## config.mk

```make
export PLATFORM = sky130hd
export DESIGN_NAME = cci_mpf_shim_req_buffer
export DESIGN_NICKNAME = d
export VERILOG_FILES = /design/src/rtl/cci_mpf_shim_pkg.sv /design/src/rtl/cci_mpf_prim_lutram_fifo_storage.sv /design/src/rtl/cci_mpf_shim_req_buffer.sv
export SDC_FILE = /design/constraint.sdc
export NUM_CORES = 2
export LEC_CHECK = 0
export BUFFER_PORTS_ARGS = -buffer_cell sky130_fd_sc_hd__clkbuf_2
export CAP_MARGIN = 20
export CELL_PAD_IN_SITES_DETAIL_PLACEMENT = 1
export CELL_PAD_IN_SITES_GLOBAL_PLACEMENT = 1
export CORE_ASPECT_RATIO = 1.75
export CORE_MARGIN = 1
export CORE_UTILIZATION = 28
export DETAILED_ROUTE_END_ITERATION = 7
export GPL_ROUTABILITY_DRIVEN = 0
export PLACE_DENSITY = 0.54
export SLEW_MARGIN = 5
export SYNTH_ARGS = -nofsm -noshare
export SYNTH_HDL_FRONTEND = slang
export SYNTH_HIERARCHICAL = 1
export SYNTH_SLANG_ARGS = --single-unit
```

## constraint.sdc

```tcl
create_clock -name clk -period 25.5 [get_ports clk]
set_input_delay 1.275 -clock clk [delete_from_list [all_inputs] [get_ports clk]]
set_output_delay 1.275 -clock clk [all_outputs]
set_load 0.01 [all_outputs]
```

## src/rtl/cci_mpf_shim_pkg.sv

```systemverilog
// Shared types and elaboration-time parameter checks for the MPF shim request buffer.
package cci_mpf_shim_pkg;

    // Upper bound on buffer depth; the count typedef is sized to hold any legal occupancy.
    localparam int CCI_MPF_REQ_BUF_MAX_ENTRIES = 1024;

    typedef logic [$clog2(CCI_MPF_REQ_BUF_MAX_ENTRIES + 1) - 1:0] t_cci_mpf_req_buf_count;

    function automatic bit cci_mpf_req_buf_params_ok(input int n_entries, input int slack);
        return (n_entries >= 4) &&
               (n_entries <= CCI_MPF_REQ_BUF_MAX_ENTRIES) &&
               ((n_entries & (n_entries - 1)) == 0) &&
               (slack >= 0) &&
               (slack < n_entries - 1);
    endfunction

endpackage

```

## src/rtl/cci_mpf_prim_lutram_fifo_storage.sv

```systemverilog
// N_ENTRIES x DATA_WIDTH storage: clocked write port, combinational read port.
module cci_mpf_prim_lutram_fifo_storage
    import cci_mpf_shim_pkg::*;
#(
    parameter int DATA_WIDTH = 128,
    parameter int N_ENTRIES  = 16,
    localparam int PTR_W     = $clog2(N_ENTRIES)
)(
    input  logic                  clk,
    input  logic                  wr_en,
    input  logic [PTR_W-1:0]      wr_addr,
    input  logic [DATA_WIDTH-1:0] wr_data,
    input  logic [PTR_W-1:0]      rd_addr,
    output logic [DATA_WIDTH-1:0] rd_data
);

    logic [DATA_WIDTH-1:0] mem [N_ENTRIES];

    always_ff @(posedge clk) begin
        if (wr_en) begin
            mem[wr_addr] <= wr_data;
        end
    end

    // A read in the same cycle as a write to the same slot returns the old entry.
    assign rd_data = mem[rd_addr];

endmodule

```

## src/rtl/cci_mpf_shim_req_buffer.sv

```systemverilog
// Request-channel buffer between the AFU and MPF: absorbs requests issued under
// flow control and registers both sides to break the AFU-to-shim timing path.
module cci_mpf_shim_req_buffer
    import cci_mpf_shim_pkg::*;
#(
    parameter int DATA_WIDTH = 128,
    parameter int N_ENTRIES  = 16,
    parameter int SLACK      = 4,
    localparam int CNT_W     = $clog2(N_ENTRIES + 1)
)(
    input  logic                  clk,
    input  logic                  reset,
    input  logic                  afu_req_valid,
    input  logic [DATA_WIDTH-1:0] afu_req_data,
    output logic                  afu_alm_full,
    output logic                  mpf_req_valid,
    output logic [DATA_WIDTH-1:0] mpf_req_data,
    input  logic                  mpf_alm_full,
    output logic [CNT_W-1:0]      fifo_count,
    output logic                  overflow_err
);

    localparam int PTR_W = $clog2(N_ENTRIES);
    localparam logic [PTR_W-1:0] PTR_ONE  = PTR_W'(1);
    localparam logic [CNT_W-1:0] FULL_CNT = CNT_W'(N_ENTRIES);
    localparam t_cci_mpf_req_buf_count ALM_THRESH =
        t_cci_mpf_req_buf_count'(N_ENTRIES - SLACK);

    if (!cci_mpf_req_buf_params_ok(N_ENTRIES, SLACK)) begin : g_bad_params
        $error("cci_mpf_shim_req_buffer: N_ENTRIES must be a power of 2 >= 4 and SLACK < N_ENTRIES-1");
    end

    logic [PTR_W-1:0]       wr_ptr;
    logic [PTR_W-1:0]       rd_ptr;
    logic [CNT_W-1:0]       count;
    logic                   enq;
    logic                   deq;
    logic                   drop;
    t_cci_mpf_req_buf_count count_next;
    logic [DATA_WIDTH-1:0]  rd_data;

    cci_mpf_prim_lutram_fifo_storage #(
        .DATA_WIDTH (DATA_WIDTH),
        .N_ENTRIES  (N_ENTRIES)
    ) storage (
        .clk     (clk),
        .wr_en   (enq),
        .wr_addr (wr_ptr),
        .wr_data (afu_req_data),
        .rd_addr (rd_ptr),
        .rd_data (rd_data)
    );

    // Full/empty come from the registered count; a same-cycle dequeue frees a slot at full.
    always_comb begin
        deq        = (count != '0) && !mpf_alm_full;
        enq        = afu_req_valid && ((count != FULL_CNT) || deq);
        drop       = afu_req_valid && !enq;
        count_next = t_cci_mpf_req_buf_count'(count)
                   + t_cci_mpf_req_buf_count'(enq)
                   - t_cci_mpf_req_buf_count'(deq);
    end

    always_ff @(posedge clk) begin
        if (reset) begin
            wr_ptr        <= '0;
            rd_ptr        <= '0;
            count         <= '0;
            mpf_req_valid <= 1'b0;
            mpf_req_data  <= '0;
            afu_alm_full  <= 1'b0;
            overflow_err  <= 1'b0;
        end else begin
            if (enq) begin
                wr_ptr <= wr_ptr + PTR_ONE;
            end
            if (deq) begin
                rd_ptr        <= rd_ptr + PTR_ONE;
                mpf_req_data  <= rd_data;
                mpf_req_valid <= 1'b1;
            end else begin
                mpf_req_valid <= 1'b0;
            end
            if (drop) begin
                overflow_err <= 1'b1;
            end
            count        <= count_next[CNT_W-1:0];
            afu_alm_full <= (count_next >= ALM_THRESH);
        end
    end

    assign fifo_count = count;

endmodule

```

**Word-level counts from Yosys, hierarchy flattened**

Memory sizes are Yosys's and may differ from the RTL's. A register that Yosys moved wholly into a read port is not among the register bits.
Index checks and enable logic that the tools add are counted.

- Register bits: 16
- Memory bits (writable): 2048
- Logic and storage cells: 23
- Output and inout bits: 136
- Latch bits: 0
- ROM bits: 0
- Bits of input ports: 132
- Memories: 1

Memory list:

| memory | words | bits a word | rd ports | clocked after memory_dff | wr ports | RTL line | source |
|---|---|---|---|---|---|---|---|
| storage.mem | 16 | 128 | 1 | 1 | 1 | cci_mpf_prim_lutram_fifo_storage.sv:17 | `logic [DATA_WIDTH-1:0] mem [N_ENTRIES];` |

- Multiplexer cells: 3
- Bitwise logic cells: 0
- Order comparisons: 1
- $mul: 0
- Reductions and logical operators: 7
- Div/mod/pow operators: 0
- Eq/ne operators: 1
- Add/sub/neg operators: 4
- Shift-type cells: 0

Operators with widths:

| cell | count |
|---|---|
| 11-bit by 4-bit greater-or-equal comparator with 1-bit output (second input constant) | 1 |
| 4-bit by 1-bit adder with 4-bit output (second input constant) | 2 |
| 6-bit by 1-bit subtractor with 7-bit output | 1 |
| 5-bit by 1-bit adder with 6-bit output | 1 |
| 5-bit inequality test (second input constant) | 1 |
| 5-bit nonzero test | 1 |
| 1-bit logical AND | 3 |
| 1-bit two-way mux | 3 |
| 1-bit zero test | 2 |
| 1-bit logical OR | 1 |

**Longest topological paths before layout**

- Word-level depth: 7
- Mapped depth: 15
- Gate-level depth less buffers: 13

**Hierarchy**

Netlist, hierarchy kept.

Modules (own cells, without submodules):

| module | area an instance (um^2) | cells an instance | sequential area each (um^2) | instances |
|---|---|---|---|---|
| cci_mpf_prim_lutram_fifo_storage | 76882.5 | 3229 | 61499.0 | 1 |
| cci_mpf_shim_req_buffer | 5226.3 | 643 | 2882.8 | 1 |

**Worst setup path before layout**

Ideal clock, no wire load.

- Path kind: input-to-reg
- From: input afu_req_valid
- To: memory storage.mem[0][0] (enable)
- Arrival time: 10.817 ns
- Stages: 4
- Path buffers: 0
- Library setup time: 0.772 ns
- Setup slack: 13.911 ns
- Required time: 24.728 ns
- Cell sequence: inv_1 -> a31oi_2 -> or3b_2 -> nor3_1

- Longest elaborated chain between the ends: 3

RTL lines:

| item | RTL line | source |
|---|---|---|
| start, declared | cci_mpf_shim_req_buffer.sv:13 | `input logic afu_req_valid,` |
| 1-bit logical AND | cci_mpf_shim_req_buffer.sv:57 | `enq = afu_req_valid && ((count != FULL_CNT) \|\| deq);` |
| named net enq | cci_mpf_shim_req_buffer.sv:36 | `logic enq;` |
| 1-bit two-way mux | cci_mpf_prim_lutram_fifo_storage.sv:20 | `if (wr_en) begin` |
| 1-bit two-way mux (implied by the code) | cci_mpf_prim_lutram_fifo_storage.sv:21 | `mem[wr_addr] <= wr_data;` |
| end, declared | cci_mpf_prim_lutram_fifo_storage.sv:17 |  |

The timed path passes the listed nets, and every way through them passes these cells.

**Worst setup path in the final report**

- From: register count[3] (netlist: fifo_count[3])
- To: memory storage.mem[11][15] (enable)

- Longest elaborated chain between the ends: 6
- Elaborated cells between the ends (all ways): 7

RTL lines:

| item | RTL line | source |
|---|---|---|
| start, declared | cci_mpf_shim_req_buffer.sv:35 | `logic [CNT_W-1:0] count;` |
| start signal, assigned | cci_mpf_shim_req_buffer.sv:87 | `count <= count_next[CNT_W-1:0];` |
| 5-bit nonzero test | cci_mpf_shim_req_buffer.sv:56 | `deq = (count != '0) && !mpf_alm_full;` |
| 1-bit logical AND | cci_mpf_shim_req_buffer.sv:56 |  |
| 1-bit logical OR (*) | cci_mpf_shim_req_buffer.sv:57 |  |
| 1-bit logical AND (*) | cci_mpf_shim_req_buffer.sv:57 |  |
| named net enq | cci_mpf_shim_req_buffer.sv:36 |  |
| 1-bit two-way mux (*) | cci_mpf_prim_lutram_fifo_storage.sv:20 |  |
| 1-bit two-way mux (implied by the code) (*) | cci_mpf_prim_lutram_fifo_storage.sv:21 |  |

Mark *: on every way through the listed nets, which the timed path passes. The rest lies on a longest branch.

==> results by stage <==
Run status:
- The flow ran to the end, and the final reports show no timing, DRC or antenna violations.

Die:
- The floorplan step defined a core boundary enclosing 0.291 mm^2.
- The chip height is 718 um.
- The die span in x is 411 um.
- The row count is 262.
- The starting density of the core is 28.2%.
- The floorplan step defined a die boundary enclosing 0.295 mm^2.
- The number of top-level pins is 268.

Power:
- The maximum VDD drop is 0.0948 mV.
- The combinational cell fraction of total power is 18.4%.
- Cell internal power was estimated by the tool at 6.54 mW.
- In this run, the clock network consumes 34.7% of the power.
- The net switching power of the design is 2.35 mW.
- Per report_power, the sequential group accounts for 46.9% of the total.
- The net switching share of the total power is 26.4%.
- For this design the static power due to leakage is 29.1 nW.
- In this run the power density over the cells is 93.7 mW/mm^2.

Timing:
- Setup repair after global routing left no endpoint under its margin.
- The share of the clock period used by the worst path is 21.7%.
- The minimum clock period after layout is 5.52 ns.
- The count of endpoints failing hold in the final timing report is 0.
- The number of max-slew violations in the final report is 0.
- Timing would allow up to 181 MHz.
- The smallest hold slack is 0.454 ns.
- The final total negative setup slack is 0 ns.
- Between clock sinks in the finished design, the worst skew comes to 0.0774 ns.
- The final-report setup violation count is 0.
- The worst-margin pin slew is 1.20 ns.
- Measured against its own limit, the worst slew margin works out to 20.2%.

Logic synthesis:
- The largest area contributor in the netlist is edfxtp_1.
- By area the synthesized netlist is led by edfxtp_1 (75%), mux4_2 (13%), dfxtp_1 (3.5%), a22oi_1 (2.0%), nand2_1 (1.6%).
- The count of unique library cells instantiated by Yosys is 40.
- The post-synthesis average cell area is 21.2 um^2.
- The register bit total from synthesis is 2192.
- Summing the sequential cell areas from Yosys gives 78.4% of the chip area.
- The area of the mapped netlist is 0.0821 mm^2.
- The number of nets handed over by synthesis was 4015.
- Of the post-synthesis cell area, the dominant cell type holds 74.9%.
- The post-synthesis cell count is 3872.
- The count of flip-flops with a built-in enable after synthesis is 2048.
- Among all flip-flop cells after synthesis, the most frequent one is edfxtp_1.
- The number of synthesis warnings is 6.
- The fraction of registers with async set or reset after synthesis is 0%.

Global route:
- The sum of overflow across all layers after global routing is 0.
- Entering global routing, the biggest net connects 135 pins.
- Global routing used 15.4% of the available tracks across all layers.
- The wire length of the first global-routing pass is 325 mm.
- The number of antenna violations at the first check in global routing is 68.
- The via count of the first global-routing pass is 43400.

Setup path:
- The critical-path maximum fanout is 40.
- The endpoint identified for the worst register-to-register timing path is storage/mem[11][15].
- The kind of critical path is reg2reg.
- The data required time of the worst path is 25.93 ns.
- The worst register-to-register path has a depth of 9.
- STA classifies the critical path endpoint as a register.
- The reg-to-reg setup timing slack is 19.98 ns.
- STA puts the critical path data arrival time at 5.96 ns.
- The beginning of the worst register-to-register path is fifo_count[3].
- The nature of the critical path startpoint is a register.

Clock tree:
- The H-tree generated during clock tree synthesis spans 4 levels.
- The post-cts sizing count is 0.
- The clock tree from TritonCTS is yes.
- The longest clock path from root to sink contains 4 buffers.
- Post-CTS timing repair inserted 0 buffers for setup.
- The cell at the root of the clock tree is clkbuf_16.
- The clock transition at the registers of the reported paths is 0.06 ns.
- Clock tree synthesis found a total of 2192 sinks.
- The number of hold buffers added after CTS was 0.
- At the later pin of the worst-skew pair, clock insertion delay measures 0.88 ns.
- Clock tree synthesis inserted a total of 206 buffers.

Route:
- Wires add up to 231 mm.
- For this run, design rule violations remaining after detail routing come to 0.
- In the final routed layout, each cell accounts on average for 28.1 um.
- The pre-antenna-repair detailed-routing pass consisted of 5 iterations.
- The first routing iteration left 2849 violations.
- The total number of vias is 39900.
- The residual antenna-violating net count after detailed routing is 0.
- The routed via count divided by cell count is 4.85.

Flow run:
- The max-capacitance violation count is 0.

Layout:
- The leading cell type in the layout, fill and taps excluded is edfxtp_1.
- The area overhead of the layout relative to synthesis is 15.5%.
- The number of nets in the finished design is 4351.
- The finished cells cover 0.0949 mm^2.
- The top cell types in the final layout, fill and taps aside, are edfxtp_1 (2048), mux4_2 (477), nand2_1 (358).
- The fraction of final layout cells with drive strength greater than 1 is 28.1%.

Min path:
- The worst hold path begins at mpf_req_data[12].
- The worst hold path terminates at mpf_req_data[12].
- Counting instances, the worst hold path has a depth of 2.
- The class of the most critical hold timing path is reg2reg.

Placement:
- Input and output buffers added on the ports amount to 267.
- Once placement finished, the instance area stood at 0.0881 mm^2.
- The half-perimeter wire length of the detailed placement result is 119 mm.
power by group through the flow:
stage                     logic [mW]  registers (mW)  clock network (mW)
final                           1.64            4.17                3.08
after global routing            1.78            4.19                3.28
after CTS                       1.69            4.18                3.18
after detailed placement        1.69            4.25                   0
after global placement          1.68            4.25                   0
after floorplan                 1.14            4.24                   0
area by class of cell:
type                    count  area, um^2
well taps                3828        4790
clock inverters            98         966
diodes                     17        42.5
clock buffers             277        5690
multi-input cells        1451       16800
flip-flops and latches   2192       64400
fillers                 28900      197000
repair buffers            349        2190
inverters                   8        30.0
worst max-delay path, cell delays in order (launching register included):
cell and delay [ns]:
dfxtp_1 0.36, inv_1 0.11, ha_1 0.20, nor3b_4 0.17, a31oi_2 0.51, nand3b_1 0.40, nor2_4 0.94, buf_4 0.71
buf_4 0.77, buf_4 0.77
metrics by stage:
step | total power, mW | utilization, % | worst slack (ns) | std cells
6_report | 8.89 | 32.5 | 19.98 | 8220
5_1_grt | 9.25 | 32.5 | 19.70 | 8208
4_1_cts | 9.05 | 32.5 | 19.82 | 8201
3_5_place_dp | 5.94 | 30.2 | 19.29 | 7826
3_3_place_gp | 5.92 | 30.2 | 19.34 | 7826
2_1_floorplan | 5.38 | - | 13.91 | 3872
synthesized netlist by cell type (10+ instances only):
library cell	number
edfxtp_1	2048
mux4_2	477
nand2_1	358
a22oi_1	216
dfxtp_1	144
a21oi_1	133
buf_2	101
clkbuf_1	85
mux2_2	64
nor2b_1	31
nor2_1	29
mux2i_1	25
o221ai_1	23
o21ai_0	17
nand2b_1	16
buf_4	14
a221oi_1	12
buf_6	12
ha_1	10
state kept, by name, indices dropped and copies added, names as in the netlist:
signal,count
rd_ptr,4
overflow_err,1
afu_alm_full,1
storage/mem,2048
mpf_req_valid,1
mpf_req_data,128
fifo_count,5
wr_ptr,4
worst max path at each step:
stage                       start              endpoint  slack, ns  cells past startpoint
floorplan           afu_req_valid     storage/mem[0][0]      13.91                      4
global placement     mpf_alm_full  storage/mem[11][114]      19.34                      7
detailed placement   mpf_alm_full    storage/mem[11][3]      19.29                      7
CTS                 fifo_count[3]    storage/mem[11][6]      19.82                      9
global route        fifo_count[3]    storage/mem[11][6]      19.70                      9
finish              fifo_count[3]   storage/mem[11][15]      19.98                      9
per-layer routing:
| layer | global-route usage, % | part of all wire, % | vias to the layer above |
|---|---|---|---|
| met5 | 0 | 0.14 | - |
| met4 | 4.04 | 2.4 | 56 |
| met3 | 3.52 | 5.8 | 358 |
| met2 | 26.7 | 51 | 837 |
| met1 | 19.2 | 41 | 22000 |
| li1 | - | - | 16700 |
cells by family after synthesis:
family / Yosys count / synth area share [%]
buffers and inverters: 229 / 1.37
muxes: 566 / 14.3
xor gates and xnor gates: 10 / 0.107
and+or+nand+nor: 449 / 2.26
AOI/OAI and AO/OA: 415 / 3.41
DFF: 2192 / 78.4
adders and majority gates: 11 / 0.177
Power figures use the tool's default switching activity.
